## config.mk

```make
export PLATFORM = sky130hd
export DESIGN_NAME = regressive_counter
export DESIGN_NICKNAME = d
export VERILOG_FILES = /design/src/rtl/regressive_counter.sv
export SDC_FILE = /design/constraint.sdc
export NUM_CORES = 1
export LEC_CHECK = 0
export CAP_MARGIN = 25
export CELL_PAD_IN_SITES_DETAIL_PLACEMENT = 0
export CELL_PAD_IN_SITES_GLOBAL_PLACEMENT = 1
export CORE_AREA = 2 2 68 95
export DETAILED_ROUTE_END_ITERATION = 8
export DIE_AREA = 0 0 70 97
export PLACE_DENSITY = 0.71
export SLEW_MARGIN = 20
export SYNTH_ARGS = -nofsm -noshare
export SYNTH_HDL_FRONTEND = slang
export SYNTH_SLANG_ARGS = --single-unit
export TNS_END_PERCENT = 50
```

## constraint.sdc

```tcl
create_clock -name clock -period 3.45 [get_ports clock]
set_input_delay 0.69 -clock clock [delete_from_list [all_inputs] [get_ports clock]]
set_output_delay 0.69 -clock clock [all_outputs]
set_load 0.02 [all_outputs]
```

## src/rtl/regressive_counter.sv

```systemverilog
// Countdown timer: loads a 4-bit seconds value, decrements once per second while
// start is high, drives an active-low 7-segment digit and a completion flag.
module regressive_counter #(
  parameter int CLOCKS_PER_SECOND = 50000000,
  parameter int PRESCALER_WIDTH   = 26
) (
  input  logic       clock,
  input  logic       reset,
  input  logic [3:0] seconds_period,
  input  logic       start,
  output logic [6:0] hex5_seconds_left,
  output logic       ledr9_finished
);

  localparam logic [PRESCALER_WIDTH-1:0] PRESCALE_LAST = PRESCALER_WIDTH'(CLOCKS_PER_SECOND - 1);
  localparam logic [PRESCALER_WIDTH-1:0] PRESCALE_ONE  = PRESCALER_WIDTH'(1);

  typedef enum logic [1:0] {
    ST_IDLE  = 2'd0,
    ST_RUN   = 2'd1,
    ST_PAUSE = 2'd2
  } state_t;

  state_t                     r_state;
  state_t                     w_state_next;
  logic [PRESCALER_WIDTH-1:0] r_prescaler;
  logic [PRESCALER_WIDTH-1:0] w_prescaler_next;
  logic [3:0]                 r_count;
  logic [3:0]                 w_count_next;
  logic                       r_finished;
  logic                       w_finished_next;
  logic                       w_tick;

  // Active-low segment pattern, bit0 = a ... bit6 = g.
  function automatic logic [6:0] seg7_decode(input logic [3:0] value);
    logic [6:0] pattern;
    case (value)
      4'h0:    pattern = 7'b1000000;
      4'h1:    pattern = 7'b1111001;
      4'h2:    pattern = 7'b0100100;
      4'h3:    pattern = 7'b0110000;
      4'h4:    pattern = 7'b0011001;
      4'h5:    pattern = 7'b0010010;
      4'h6:    pattern = 7'b0000010;
      4'h7:    pattern = 7'b1111000;
      4'h8:    pattern = 7'b0000000;
      4'h9:    pattern = 7'b0010000;
      4'hA:    pattern = 7'b0001000;
      4'hB:    pattern = 7'b0000011;
      4'hC:    pattern = 7'b1000110;
      4'hD:    pattern = 7'b0100001;
      4'hE:    pattern = 7'b0000110;
      4'hF:    pattern = 7'b0001110;
      default: pattern = 7'b1111111;
    endcase
    return pattern;
  endfunction

  // State, prescaler, count and finished-flag registers with synchronous reset.
  always_ff @(posedge clock) begin
    if (reset) begin
      r_state     <= ST_IDLE;
      r_prescaler <= '0;
      r_count     <= seconds_period;
      r_finished  <= 1'b0;
    end else begin
      r_state     <= w_state_next;
      r_prescaler <= w_prescaler_next;
      r_count     <= w_count_next;
      r_finished  <= w_finished_next;
    end
  end

  // Next-state, prescaler and count logic.
  always_comb begin
    w_state_next     = r_state;
    w_prescaler_next = r_prescaler;
    w_count_next     = r_count;
    w_tick           = 1'b0;
    case (r_state)
      ST_IDLE: begin
        w_prescaler_next = '0;
        w_count_next     = seconds_period;
        if (start) begin
          w_state_next = ST_RUN;
        end else begin
          w_state_next = ST_IDLE;
        end
      end
      ST_RUN: begin
        if (!start) begin
          // Leaving RUN takes no tick, so the partial second is preserved.
          w_state_next = ST_PAUSE;
        end else begin
          w_state_next = ST_RUN;
          if (r_prescaler == PRESCALE_LAST) begin
            w_tick           = 1'b1;
            w_prescaler_next = '0;
          end else begin
            w_prescaler_next = r_prescaler + PRESCALE_ONE;
          end
          if (w_tick) begin
            if (r_count != 4'd0) begin
              w_count_next = r_count - 4'd1;
            end else begin
              w_count_next = seconds_period;
            end
          end else begin
            w_count_next = r_count;
          end
        end
      end
      ST_PAUSE: begin
        if (start) begin
          w_state_next = ST_RUN;
        end else begin
          w_state_next = ST_PAUSE;
        end
      end
      default: begin
        w_state_next     = ST_IDLE;
        w_prescaler_next = '0;
        w_count_next     = seconds_period;
      end
    endcase
    w_finished_next = (w_state_next != ST_IDLE) && (w_count_next == 4'd0);
  end

  assign hex5_seconds_left = seg7_decode(r_count);
  assign ledr9_finished    = r_finished;

endmodule

```

# == After elaboration in Yosys (flattened, before gate mapping) ==
# Memories as Yosys holds them, arrays and structs flattened. A register that Yosys moved wholly into a read port is not among the register bits.
# Cells that the tools add are included.
# totals
reg_bits,33
word_cells,33
input_bits,7
memories,1
romBits,112
output_inout_bits,8
# mem_list
name,words,width,read_ports,rd_clocked_by_memory_dff,wr,line,source
(name not given),16,7,1,1,0,37,case (value)
# classes
n_reduce_logical,7
mux,14
n_eq_ne,4
bitwise,1
n_addsub,2
# ops
cell,count
two-way mux 26 bit,2
one-hot mux 26 bit (2 select lines),1
adder 26 x 1 -> 26 bit (second input constant),1
equality test 26 bit (second input constant),1
two-way mux 4 bit,4
one-hot mux 4 bit (2 select lines),1
logical NOT 4 bit,1
two-way mux 1 bit,4
one-hot mux 2 bit (2 select lines),1
nonzero test 4 bit,1
subtractor 4 x 1 -> 4 bit (second input constant),1
equality test 2 x 1 -> 1 bit (second input constant),1
equality test 2 bit (second input constant),1
logical NOT 2 bit,1
two-way mux 2 bit,1
inequality test 2 bit (second input constant),1
AND reduction 2 bit,1
nonzero test 2 bit,1
OR reduction 2 bit,1
logical AND 1 bit,1
NOT 1 bit,1

# == Depth between registers and ports, before layout ==
# Gate-level depths: netlist (run 1).
# depth
depth_word,9
depth_mapped,11
ltp_nobuf,11

# == Least setup slack after synthesis (run 1) ==
# OpenSTA, ideal clock, no wires.
# synth_path
path_type,reg-to-reg
start,register r_count[0]
end,register hex5_seconds_left[4] (netlist name)
n_path_buf,0
path_stages_with_launch,11
arrival_time_ps,2610
setup_time_ps,73
synth_period_minus_slack_ps,2683
required_time_ps,3377
path_slack_ps,767
cell_sequence,dfxtp_1 -> inv_1 -> ha_1 -> nor3b_1 -> nor2b_1 -> or4_1 -> a41oi_1 -> inv_1 -> ha_1 -> or3_1 -> o211ai_2
# synth_via
elab_chain_cells,6
word_cells_on_any_way,7
classes_between,add/sub: 1; mux: 5; reduce/logical: 1
# synth_rtl
item,line,source
start: declaration,28,logic [3:0] r_count;
start signal: assignment,64,r_count <= seconds_period;
start signal: assignment,69,r_count <= w_count_next;
subtractor 4 x 1 -> 4 bit or nonzero test 4 bit (tied branches),"104, 103",
two-way mux 4 bit,103,if (r_count != 4'd0) begin
two-way mux 4 bit,102,if (w_tick) begin
two-way mux 4 bit,91,if (!start) begin
one-hot mux 4 bit (2 select lines) (*),80,case (r_state)
two-way mux 4 bit (*),61,if (reset) begin
# Mark *: on every way between the ends. The rest lies on a longest branch, timed or not.
# A chain may end at the register's enable or synchronous reset.

# == Worst setup path after layout (run 1) ==
# layout_path
start,input port start
end,register hex5_seconds_left[4] (netlist name)
# layout_via
elab_chain_cells,3
# layout_rtl
item,line,source
start: declaration,10,"input logic start,"
two-way mux 4 bit,91,
one-hot mux 4 bit (2 select lines),80,
two-way mux 4 bit,61,
# No other way between the ends.

==> results of run 1 <==
-- worst register-to-register path: cells and delay by family, from the launching register on --
kind / cells / cell delay (ps)
flip-flops: 1 / 410
AO/OA/AOI/OAI: 2 / 340
buffers and inverters: 2 / 250
adder cells (fa/ha/maj): 2 / 450
AND/OR/NAND/NOR: 4 / 1230
-- layout by cell type (no fill, tap or decap), types with 5 or more instances in the layout --
cell              n
nor2_1           29
nor3_1            6
clkbuf_8          6
inv_1            11
nand2_1          18
nand3_1          12
xnor2_1          10
dfxtp_1          40
mux2i_1           8
a21oi_1           8
buf_4             7
xor2_1            9
clkdlybuf4s50_1  14
nand4_1           9
o21ai_0           8
and2_1            5
ha_1             12
and3_1           12
-- cells by family (layout without fill, tap and decap cells) --
| family | after synthesis | count (layout) | share of synthesized area |
|---|---|---|---|
| adders and majority gates | 12 | 12 | 0.0654 |
| and+or+nand+nor | 127 | 127 | 0.314 |
| muxes | 8 | 8 | 0.0349 |
| AOI/OAI and AO/OA | 39 | 39 | 0.118 |
| xor gates and xnor gates | 19 | 19 | 0.0724 |
| DFF | 40 | 40 | 0.349 |
| buffers and inverters | 22 | 41 | 0.0463 |
-- power by group through the flow --
stage	clock network [W]	logic, W	registers, W
6_report	0.000407	0.000186	0.000497
5_1_grt	0.000439	0.000203	0.000500
4_1_cts	0.000418	0.000188	0.000498
3_5_place_dp	0	0.000187	0.000509
3_3_place_gp	0	0.000188	0.000509
2_1_floorplan	0	0.000100	0.000526
-- path summary, 6_finish.rpt --
check,startpoint,to,slack (ps),cells after the start
setup / recovery,start,hex5_seconds_left[4],610,9
hold / removal,r_prescaler[14],r_prescaler[14],500,2
setup reg to reg,r_count[0],hex5_seconds_left[4],710,10
hold reg to reg,r_prescaler[14],r_prescaler[14],500,2
-- flip-flops by register name, summed over array words and instances (netlist names) --
name	flops
ledr9_finished	1
hex5_seconds_left	7
r_state	2
r_count	4
r_prescaler	26
-- area by class of cell --
cell class | count | share of cell area
Tap cell | 70 | 0.0332
Inverter | 12 | 0.0175
Clock buffer | 6 | 0.0313
Timing Repair Buffer | 21 | 0.0730
Multi-Input combinational cell | 205 | 0.527
Sequential cell | 40 | 0.303
Clock inverter | 2 | 0.0147
-- through the flow --
stage | util | hold slack, ps | area, µm²
floorplan | - | 456 | 2300
global placement | 0.429 | 490 | 2520
detailed placement | 0.429 | 489 | 2520
CTS | 0.450 | 500 | 2640
global route | 0.450 | 560 | 2640
finish | 0.450 | 501 | 2640
-- per-layer routing --
| metal | global-route usage | up-vias | routed length (µm) |
|---|---|---|---|
| met1 | 0.190 | 938 | 2330 |
| met5 | 0 | - | 0 |
| met3 | 0.0323 | 11 | 131 |
| li1 | - | 996 | - |
| met4 | 0.0843 | 0 | 136 |
| met2 | 0.269 | 32 | 2740 |
==> metrics, run 1 <==
global-route wire length before repair=8800 µm; Reg clk slew, reported paths=80 ps; synthesized area=around 2300 µm²; Synth Flop Type=dfxtp_1; Syn Nets=286; Synth area leaders=dfxtp_1 35%, ha_1 6.5%, nor2_1 4.7%, xnor2_1 3.8%, mux2i_1 3.5%; CP Data Arrival Time=just over 3000 ps; synthesized instance count=around 270; TritonCTS clock tree=yes; post-CTS resize count=0; final worst path period share=0.822; most frequent cell after synthesis=dfxtp_1; unrepaired setup endpoints after global routing=false; die height=a little under 100 µm; sequential cell area=around 800 µm²; Commonest cells post-synth=40 x dfxtp_1, 29 x nor2_1, 18 x nand2_1; IO Pins=15; largest stage delay on the critical path=660 ps; layout cells sized above 1=0.0944; worst path bufs/invs=2; drt drc=0; Post-synth EDFFs=0; fill cell count=between 600 and 700; Slew Limit Fails=0; PD cells=approximately 410 nW/µm²; Critical Path Start Type=input port; Clock Skew=7.78 ps; dpl cells=between 300 and 400; Worst Tran Pin Value=roughly 640 ps; combinational cell fraction of total power=0.171; yosys warns=0; Layout Cells excl Fill=roughly 360; Clock Latency Late Sink=290 ps; area of the multi-input gates=around 1400 µm²; CP Cell Sequence=clkdlybuf4s50_1, nand3_1, o31a_1, a32o_1, mux2i_1, inv_1, ha_1, or3_1, o211ai_2; Period minus WS final=~2800 ps; 1st-pass router iterations=4; Power Total=about 0.0011 W; crit-path leading delay family=buffers and inverters; Post-CTS Repair Setup Buffers=0; part of the Yosys area used for sequential elements=0.349; vias=1977; antenna diode count=0; Net Sw Frac=0.261; Clock Power Share=0.373; clock sinks=40; Leak=0.964 nW; Worst Path Class, Setup=input port to register; Yosys reg bits=40; Power Internal=just over 0.0008 W; Hold Crit Class=register to register; TNS Setup=0 ps; gpl congestion=between 0.8 and 0.9; Peak Freq=353 MHz; GRT overflow=0; Core Footprint=slightly below 6000 µm²; Synth async-reset ratio=0; die area=6790 µm²; Total Routing Usage GR=0.160; H-tree levels=2; area grow syn2layout=14.9%; Slew HR=0.565; final count of hold timing violations=0; CP Capture Type=register; worst path required time=3680 ps; Critical-path top delay cell=clkdlybuf4s50_1; DRT antenna net count=0; root buf cell=clkbuf_8; Avg Synthesized Cell Area=8.60 µm²; Crit Path Max Fanout=8; post-place setup slack=about 300 ps; Flop pwr share=0.456; Layout Nets=~300; number of max-cap violations=0; Num CTS Buffers=5; CTS Hold Buffers Added=0; post-synth top area cell=dfxtp_1; status=finished clean; pin count of the biggest net entering global routing=15; sw power=approximately 0.00028 W; deepest clock path buffer count=2; Detailed Place HPWL=between 3000 and 4000 µm; drt wl/cell=15.0 µm; Initial Utilization=0.392; floorplan row count=33; via/cell ratio=approximately 5.6; setup ws final=between 600 and 700 ps; I/O Buffers=14; Peak VDD IR=between 200 and 250 µV; final wirelength=5340 µm; DRT iter0 DRCs=110; Yosys top cell area share=0.349; die span in x=roughly 70 µm; # setup viols final=0; initial antenna violation count=0; Synth cell types=51; number of global-route vias before repair=approximately 1900
Note: power is estimated with default switching activity, not from simulation.
==> inputs of run 2 (changes only) <==
==> constraint.sdc (replaced) <==
create_clock -name clock -period 2.9 [get_ports clock]
set_input_delay 0.58 -clock clock [delete_from_list [all_inputs] [get_ports clock]]
set_output_delay 0.58 -clock clock [all_outputs]
set_load 0.02 [all_outputs]
==> metrics, run 2 (same netlist as run 1, synthesis figures left out) <==
initial antenna violation count=0 (unchanged); Total Routing Usage GR=0.169 (was 0.160); Crit Path Max Fanout=5 (was 8); Peak Freq=between 300 and 400 MHz; pin count of the biggest net entering global routing=25 (was 15); Hold Crit Class=register to register (unchanged); final wirelength=5320 µm (was 5340 µm); Slew HR=0.699 (was 0.565); Clock Latency Late Sink=300 ps (was 290 ps); clock sinks=40 (unchanged); number of global-route vias before repair=1935 (was 1873); CP Data Arrival Time=2980 ps (was 3070 ps); root buf cell=clkbuf_8 (unchanged); Leak=1.03 nW (was 0.964 nW); vias=1985 (was 1977); drt wl/cell=14.4 µm (was 15.0 µm); layout cells sized above 1=0.134 (was 0.0944); Slew Limit Fails=0 (unchanged); fill cell count=597 (was 605); most common cell after layout, fill and taps aside=dfxtp_1 (unchanged); die span in x=70 µm (unchanged); die area=6790 µm² (unchanged); Reg clk slew, reported paths=80 ps (about the same); antenna diode count=0 (unchanged); post-place setup slack=-35.6 ps (was 294 ps); fin util=0.466 (was 0.450); I/O Buffers=14 (unchanged); global-route wire length before repair=9270 µm (was 8800 µm); Initial Utilization=0.392 (unchanged); final worst path period share=0.946; worst path required time=3130 ps (was 3680 ps); final count of hold timing violations=0 (unchanged); Period minus WS final=around 2700 ps; gpl congestion=0.841 (was 0.830); deepest clock path buffer count=2 (unchanged); Top reg by flops=r_prescaler (unchanged); Detailed Place HPWL=4090 µm (was 3970 µm); via/cell ratio=5.38 (was 5.55); # setup viols final=0 (unchanged); status=finished clean (unchanged); floorplan row count=33 (unchanged); DRT antenna net count=0 (unchanged); GRT overflow=0 (unchanged); area grow syn2layout=19.0% (was 14.9%); CTS Hold Buffers Added=0 (unchanged); die height=97 µm (unchanged); Worst Tran Pin Value=446 ps (was 645 ps); unrepaired setup endpoints after global routing=false (unchanged); drt drc=0 (unchanged); Core Footprint=5860 µm² (unchanged); Largest register FFs=26 (unchanged); TNS Setup=0 ps (unchanged); IO Pins=15 (unchanged); Worst Path Class, Setup=register to register (was input port to register); 1st-pass router iterations=4 (unchanged); CP Capture Type=register (unchanged); leading cell types in the layout, fill and taps excluded=40 x dfxtp_1, 29 x nor2_1, 19 x buf_4 (was 40 x dfxtp_1, 29 x nor2_1, 18 x nand2_1); Peak VDD IR=242 µV (was 203 µV); TritonCTS clock tree=yes (unchanged); Critical Path Start Type=register (was input port); Num CTS Buffers=5 (unchanged); PD cells=449 nW/µm² (was 413 nW/µm²); number of max-cap violations=0 (unchanged); Post-CTS Repair Setup Buffers=0 (unchanged); Layout Nets=317 (was 304); H-tree levels=2 (unchanged); DRT iter0 DRCs=120 (was 110); Clock Skew=5.42 ps (was 7.78 ps); setup ws final=158 ps (was 614 ps)
## run 2: cell count changes in the layout (fill, tap and decap cells not counted)
| cell | change |
|---|---|
| bufinv_16 | -1 |
| clkinvlp_4 | +2 |
| buf_12 | +1 |
| clkinv_4 | -1 |
| nand4_4 | +1 |
| nand4_2 | -1 |
| buf_4 | +12 |
## run 2: what timing repair did
| action | in CTS | in global routing |
|---|---|---|
| hold endpoints to repair | 0 | 0 |
| gates resized for setup | 0 | 1 |
| endpoints found under the setup margin | 0 | 1 |
## run 2: path summary, 6_finish.rpt
check / to / cells after the start / start / slack, ps
max: hex5_seconds_left[4] / 10 / r_count[0] / 160
min: r_prescaler[14] / 2 / r_prescaler[14] / 500
max reg2reg: hex5_seconds_left[4] / 10 / r_count[0] / 160
min reg2reg: r_prescaler[14] / 2 / r_prescaler[14] / 500
## run 2: routing by layer
metal	vias to the layer above	global-route usage	routed length [µm]
met4	0	0.0769	132
met5	-	0	0
li1	1022	-	-
met3	10	0.0302	141
met2	30	0.292	2830
met1	923	0.200	2210
## run 2: where the power goes
part           internal (W)  leakage (nW)  switching (W)
logic              0.000115         0.663       0.000121
registers          0.000576         0.326      0.0000142
clock network      0.000193        0.0434       0.000209
total              0.000883          1.03       0.000344
## run 2: layout make-up
cell class                      count  area [µm²]  area share
Sequential cell                    40         801       0.293
Clock inverter                      2        15.0     0.00549
Tap cell                           70        87.6      0.0320
Inverter                           12        46.3      0.0169
Clock buffer                        6        82.6      0.0302
Multi-Input combinational cell    205        1400       0.512
Timing Repair Buffer               34         303       0.111
## run 2: per-stage QoR
stage               instances  instance area, µm²  power (W)  hold slack (ps)
floorplan                 267                2300   0.000744              456
global placement          361                2630   0.000842              484
detailed placement        361                2630   0.000843              490
CTS                       369                2730    0.00125              499
global route              369                2730    0.00129              549
finish                    369                2730    0.00123              497
## run 2: critical path, stage by stage, from the launching register on
cell,delay (ps)
dfxtp_1,400
inv_1,80
ha_1,240
nor3b_1,180
nor2b_1,150
or4_1,530
a41oi_1,300
inv_1,130
ha_1,200
or3_1,380
o211ai_2,70
==> inputs of run 3 (changes only) <==
--- a/config.mk
+++ b/config.mk
@@ -11,8 +11,9 @@
 export CORE_AREA = 2 2 68 95
 export DETAILED_ROUTE_END_ITERATION = 8
 export DIE_AREA = 0 0 70 97
+export MAX_ROUTING_LAYER = met4
 export PLACE_DENSITY = 0.71
-export SLEW_MARGIN = 20
+export SLEW_MARGIN = 25
 export SYNTH_ARGS = -nofsm -noshare
 export SYNTH_HDL_FRONTEND = slang
 export SYNTH_SLANG_ARGS = --single-unit
==> metrics, run 3 (same netlist as run 1, synthesis figures left out) <==
floorplan row count=33 (unchanged); Period minus WS final=2620 ps (was 2740 ps); die height=97 µm (unchanged); Worst Tran Pin Value=426 ps (was 446 ps); CP Data Arrival Time=2840 ps (was 2980 ps); DRT antenna net count=0 (unchanged); Top reg by flops=r_prescaler (unchanged); layout cells sized above 1=0.151 (was 0.134); Critical Path Start Type=register (unchanged); Min-Delay Startpoint=r_prescaler[14] (unchanged); vias=2022 (was 1985); leading cell types in the layout, fill and taps excluded=39 x dfxtp_1, 29 x nor2_1, 24 x buf_4 (was 40 x dfxtp_1, 29 x nor2_1, 19 x buf_4); Flop pwr share=0.454 (was 0.481); WHS Endpoint=r_prescaler[14] (unchanged); Clock Power Share=0.363 (was 0.327); Largest register FFs=26 (unchanged); worst path required time=3130 ps (about the same); clock sinks=40 (unchanged); Layout Cells excl Fill=374 (was 369); met3 wire length=109 µm (was 141 µm); Total Routing Usage GR=0.172 (was 0.169); pin count of the biggest net entering global routing=17 (was 25); Net Sw Frac=0.268 (was 0.280); TNS Setup=0 ps (unchanged); global-route wire length before repair=9460 µm (was 9270 µm); hold path cells=2 (unchanged); Clock Skew=5.71 ps (was 5.42 ps); I/O Buffers=14 (unchanged); Peak Freq=382 MHz (was 365 MHz); Hold Crit Class=register to register (unchanged); 1st-pass router iterations=4 (unchanged); met1 wire length=2300 µm (was 2210 µm); R2R cell count=10 (unchanged); drt wl/cell=14.4 µm (about the same); CTS Hold Buffers Added=0 (unchanged); status=finished clean (unchanged); Slew Limit Fails=0 (unchanged); area grow syn2layout=21.1% (was 19.0%); gpl congestion=0.832 (was 0.841); Reg clk slew, reported paths=90 ps (was 80 ps); fin util=0.474 (was 0.466); deepest clock path buffer count=2 (unchanged); worst reg2reg path endpoint=hex5_seconds_left[4] (unchanged); Peak VDD IR=281 µV (was 242 µV); WHS=506 ps (was 497 ps); GRT overflow=0 (unchanged); Power Total=0.00130 W (was 0.00123 W); combinational cell fraction of total power=0.183 (was 0.192); die area=6790 µm² (unchanged); max layer used=met4 (unchanged); Detailed Place HPWL=4160 µm (was 4090 µm); number of global-route vias before repair=2058 (was 1935); final count of hold timing violations=0 (unchanged); PD cells=468 nW/µm² (was 449 nW/µm²); unrepaired setup endpoints after global routing=false (unchanged); # setup viols final=0 (unchanged); IO Pins=15 (unchanged); Slew HR=0.712 (was 0.699); sw power=0.000349 W (was 0.000344 W); DRT iter0 DRCs=161 (was 120); Num CTS Buffers=5 (unchanged); via/cell ratio=5.41 (was 5.38); Worst Path Class, Setup=register to register (unchanged); number of max-cap violations=0 (unchanged); H-tree levels=2 (unchanged); Initial Utilization=0.392 (unchanged); met2 routed WL=2830 µm (about the same); die span in x=70 µm (unchanged); Clock Latency Late Sink=290 ps (was 300 ps); drt drc=0 (unchanged); CP Capture Type=register (unchanged); most common cell after layout, fill and taps aside=dfxtp_1 (unchanged); R2R Path Start=r_count[1] (was r_count[0]); Power Internal=0.000953 W (was 0.000883 W); dpl cells=366 (was 361); Layout Nets=322 (was 317); Core Footprint=5860 µm² (unchanged); final worst path period share=0.903 (was 0.946); final wirelength=5370 µm (was 5320 µm); antenna diode count=0 (unchanged); Leak=1.05 nW (was 1.03 nW); root buf cell=clkbuf_8 (unchanged); internal reg-to-reg setup slack=280 ps (was 160 ps); initial antenna violation count=0 (unchanged); TritonCTS clock tree=yes (unchanged); Crit Path Max Fanout=4 (was 5)
[run 3: critical path, cell delays in order (launching register included)]
cell      delay, ps
dfxtp_1         390
inv_1            60
ha_1            220
nor3b_1         180
nor2b_1         130
or4_1           530
a41oi_1         270
inv_1           120
ha_1            200
or3_1           380
o211ai_2         80
[run 3: how the worst max path moves through the flow]
stage	start	to	slack, ps	cells past startpoint
after floorplan	r_count[0]	hex5_seconds_left[4]	220	10
after global placement	start	hex5_seconds_left[4]	60	8
after global routing	r_count[0]	hex5_seconds_left[1]	20	10
final	r_count[1]	hex5_seconds_left[4]	280	10
after detailed placement	start	hex5_seconds_left[4]	40	8
after CTS	r_count[0]	hex5_seconds_left[4]	210	10
[run 3: what timing repair did]
item                       in CTS  in global routing
setup endpoints to repair       0                  2
setup buffers                   0                  0
gates resized for setup         0                  1
[run 3: cell type report]
cell class                      count  area, µm²
Fill cell                         593       3080
Multi-Input combinational cell    205       1390
Sequential cell                    40        802
Timing Repair Buffer               39        340
Tap cell                           70       87.6
Clock buffer                        5       68.8
Clock inverter                      3       46.3
Inverter                           12       46.3
[run 3: power by group through the flow]
stage          Combinational (W)  Clock, W  Sequential (W)
6_report                0.000238  0.000473        0.000591
5_1_grt                 0.000261  0.000508        0.000595
4_1_cts                 0.000241  0.000491        0.000592
3_5_place_dp            0.000241         0        0.000604
3_3_place_gp            0.000241         0        0.000604
2_1_floorplan           0.000119         0        0.000625
[run 3: per-layer routing]
layer	vias up	global-route usage
met3	12	0.0260
li1	1033	-
met4	0	0.0666
met1	945	0.201
met2	32	0.295
met5	-	-
[run 3: per-stage QoR]
stage / cell area (µm²) / setup WS, ps
after floorplan: 2300 / 217
after global placement: 2670 / 61.3
after detailed placement: 2670 / 42.8
after CTS: 2780 / 212
after global routing: 2780 / 22.2
final: 2780 / 282
==> variant 1, RTL diff (flow settings as in run 3) <==
Register the output `hex5_seconds_left`, without a reset; this adds one clock of latency there. The other outputs are not delayed to match.
--- a/src/rtl/regressive_counter.sv
+++ b/src/rtl/regressive_counter.sv
@@ -128,3 +128,5 @@
 
-  assign hex5_seconds_left = seg7_decode(r_count);
+  always_ff @(posedge clock) begin
+    hex5_seconds_left <= seg7_decode(r_count);
+  end
   assign ledr9_finished    = r_finished;
Check against the original RTL: not equivalent (Yosys sat finds a counterexample within 4 cycles, from zero or initial values and one cycle with reset high).
==> variant 1 against run 3 <==
  * Setup slack improved by 0.025 ns
  * Cell area fell by 8.2%
  * Synthesized cell count fell by 3.4%
  * Final cell count fell by 5.6%
  * Synthesized area fell by 5.3%
  * Sequential cell count did not move
  * Maximum frequency rose by 0.95%
  * First-iteration DRC count fell by 68%
  * Total power fell by 9.3%
  * Routed wire length fell by 9.3%
  * Global-route usage fell by 1.4 points
==> variant 1: results (changes against run 3) <==
Status - completed
Clk pwr - 0.387 mW (-18%)
GRT Overall Usage - 0.158 (-0.0140)
DP Wirelength - 3670 um (-12%)
Maximum vdd drop - 250 uV (-11%)
Via density per instance - 5.30 (-2.0%)
R2r endpoint - ledr9_finished
Seq/Total Area, Yosys - 0.368 (+0.0194)
FF-to-FF path depth - 6 (-4)
Min-delay src - r_prescaler[1]
First DRT Iteration DRCs - 52 (-68%)
Seq. pwr - 0.597 mW (+1%)
Global-route wire length before repair - 8480 um (-10%)
Placed cell area - 2460 sq um (-7.7%)
Reg power frac - 0.505 (+0.051)
Top cells by count, synth - dfxtp_1, nor2_1, nand2_1
Number of global-route vias before repair - 1842 (-10%)
Critical path peak fanout - 6 (+2)
Critical Path Source - r_prescaler[8]
P_int - 0.860 mW (-9.7%)
Inst Count DP - 345 (-5.7%)
Fillers - 615 (+3.7%)
Leak pwr - 0.908 nW (-14%)
Final net count - 300 (-6.8%)
Top post-synthesis cells by area - dfxtp_1, ha_1, nor2_1
Fin Clk Skew - 0.0120 ns (+0.00631 ns)
WHS - 0.478 ns (-0.0279 ns)
Vias post-DR - 1870 (-7.5%)
Layout Utilization - 0.435 (-0.0391)
Slowest-stage cell, CP - or4_4
Post-Route WL - 4870 um (-9.3%)
Pre-CTS WS - 0.0236 ns (-0.0192 ns)
-- variant 1: cell count changes in the layout (fill, tap and decap cells not counted), sizes merged, moves of 5 or more --
| cell | before | now |
|---|---|---|
| and3 | 12 | 5 |
| mux2 | 0 | 5 |
| buf | 25 | 15 |
| a21oi | 8 | 16 |
-- variant 1: tightest hold or removal path, cell delays in order (launching register included) --
cell,delay [ns]
dfxtp_1,0.32
nand2_1,0.05
a21oi_1,0.05
-- variant 1: cell families (layout without fill, tap and decap cells) --
group                      after synthesis  after routing  synth area share
and+or+nand+nor                        118            118             0.292
AOI/OAI and AO/OA                       41             41             0.117
DFF                                     40             40             0.368
buffers and inverters                   23             48            0.0449
xor gates and xnor gates                15             15            0.0604
adders and majority gates               11             11            0.0633
muxes                                   10             10            0.0546
-- variant 1: area by class of cell --
cell class              instances  share of cell area
clock buffers                   6              0.0324
clock inverters                 2             0.00392
inverters                      11              0.0162
multi-input cells             195               0.500
flip-flops and latches         40               0.314
well taps                      70              0.0343
repair buffers                 29              0.0990
-- variant 1: worst max-delay path by stage --
stage                            endpoint  slack, ns  depth (start not counted)
after floorplan            ledr9_finished       0.36                          7
after global placement     ledr9_finished       0.05                          7
after detailed placement   ledr9_finished       0.02                          7
after CTS                 r_prescaler[20]       0.28                          6
after global routing       r_prescaler[0]       0.22                          6
final                      ledr9_finished       0.31                          6
-- variant 1: per-layer routing --
metal | part of all wire | vias to the layer above | GRT usage
li1 | - | 965 | -
met1 | 0.43 | 879 | 0.174
met2 | 0.53 | 21 | 0.284
met3 | 0.024 | 5 | 0.0302
met4 | 0.012 | 0 | 0.0503
met5 | 0 | - | -
==> variant 2, RTL diff (flow settings as in run 3) <==
Without the edit above. The parameter `PRESCALER_WIDTH` goes from 26 to 13.
--- a/src/rtl/regressive_counter.sv
+++ b/src/rtl/regressive_counter.sv
@@ -4,3 +4,3 @@
   parameter int CLOCKS_PER_SECOND = 50000000,
-  parameter int PRESCALER_WIDTH   = 26
+  parameter int PRESCALER_WIDTH   = 13
 ) (
Behaviour: same outputs for any inputs over 10 cycles, from zero or initial values and one cycle with reset high; that may be too few to reach the edited logic, so the function may still have changed.
==> variant 2 against run 3 <==
  * Combinational power up 20%
  * Synthesized area down 29%
  * Setup slack worse by 0.18 ns
  * Routed wire length down 27%
  * Sequential cell count down 13
  * Total power down 29%
  * Critical path depth unchanged
  * Largest cell class unchanged
  * Cell area down 27%
  * Register-to-register slack worse by 0.13 ns
  * Final cell count down 22%
==> variant 2: results (changes against run 3) <==
R2r startpoint - r_prescaler[9]
Largest register FFs - 13 (-50%)
FF-to-FF path depth - 9 (-1)
Adder-cell share of the synthesized area - 0.0925 (+0.0272)
Seq cells - 27 (-33%)
Top cells by count, synth - dfxtp_1, nor2_1, nand2_1
Num CTS Buffers - 3 (-2)
Placed cell area - 1990 sq um (-25%)
Leak pwr - 0.834 nW (-21%)
Multi-input gate area - 1000 sq um (-28%)
Reg-to-reg setup timing slack - 0.15 ns (-0.13 ns)
CTS H-tree lvls - 1 (-1)
Multi-In Gates - 142 (-31%)
Top post-synthesis cells by area - dfxtp_1, ha_1, nor2_1
Met3 usage in global routing - 0.0177 (-0.00833)
Status - completed
Min-delay src - r_prescaler[1]
Slowest-stage cell, CP - clkdlybuf4s50_1
DP Wirelength - 3120 um (-25%)
Non-clk invs - 13 (+1)
GRT Overall Usage - 0.124 (-0.0481)
Slew @ Worst Pin - 0.542 ns (+0.116 ns)
Layout cells sized above 1 - 0.190 (+0.0387)
Compound-gate portion of the synthesized area - 0.192 (+0.0738)
Fin Clk Skew - 0.00393 ns (-0.00178 ns)
Syn Std Cell Area - 1620 sq um (-29%)
Buffers excl. clock - 35 (-10%)
Clock buf/inv share - 0.0221 (-0.0193)
Seq/Total Area, Yosys - 0.333 (-0.0155)
GR met2 Demand/Resource - 0.231 (-0.0637)
Number of global-route vias before repair - 1487 (-28%)
Non-Clock Buffer Area Fraction - 0.152 (+0.0300)
[variant 2: cell count changes after synthesis, moves of 3 or more]
cell      delta
and2_1       -5
clkbuf_1     -6
xnor2_1      -8
and3_1       -9
and4_1       -3
nor2_1       -9
nand4_1      -8
nor3_1       -4
dfxtp_1     -13
nand3_1      -6
[variant 2: metal layers]
| metal | up-vias | part of all wire |
|---|---|---|
| met2 | 19 | 0.52 |
| met1 | 662 | 0.44 |
| met4 | 0 | 0.025 |
| met5 | - | 0 |
| met3 | 9 | 0.021 |
| li1 | 727 | - |
[variant 2: tightest hold or removal path, cell delays in order (launching register included)]
cell and delay [ns]:
dfxtp_1 0.34, nand2_1 0.06, a21oi_1 0.05
[variant 2: power by group through the flow]
stage,combinational [mW],clock [mW],sequential (mW)
after global placement,0.285,0,0.426
after detailed placement,0.286,0,0.426
after global routing,0.311,0.247,0.423
after floorplan,0.139,0,0.450
after CTS,0.288,0.234,0.418
final,0.285,0.221,0.418
[variant 2: how the worst max path moves through the flow]
stage,from,end,slack (ns),cells after the start
2_1_floorplan,r_prescaler[9],hex5_seconds_left[0],0.05,10
3_3_place_gp,start,hex5_seconds_left[0],-0.20,10
3_5_place_dp,start,hex5_seconds_left[0],-0.25,10
4_1_cts,start,hex5_seconds_left[0],0.05,10
5_1_grt,start,hex5_seconds_left[0],0.02,9
6_report,start,hex5_seconds_left[0],0.10,10
[variant 2: metrics by stage]
step	hold slack [ns]	TNS, ns	util	std cells
2_1_floorplan	0.458	0	-	186
3_3_place_gp	0.484	-0.755	0.339	287
3_5_place_dp	0.490	-0.938	0.339	287
4_1_cts	0.504	0	0.347	291
5_1_grt	0.533	0	0.347	291
6_report	0.496	0	0.347	291
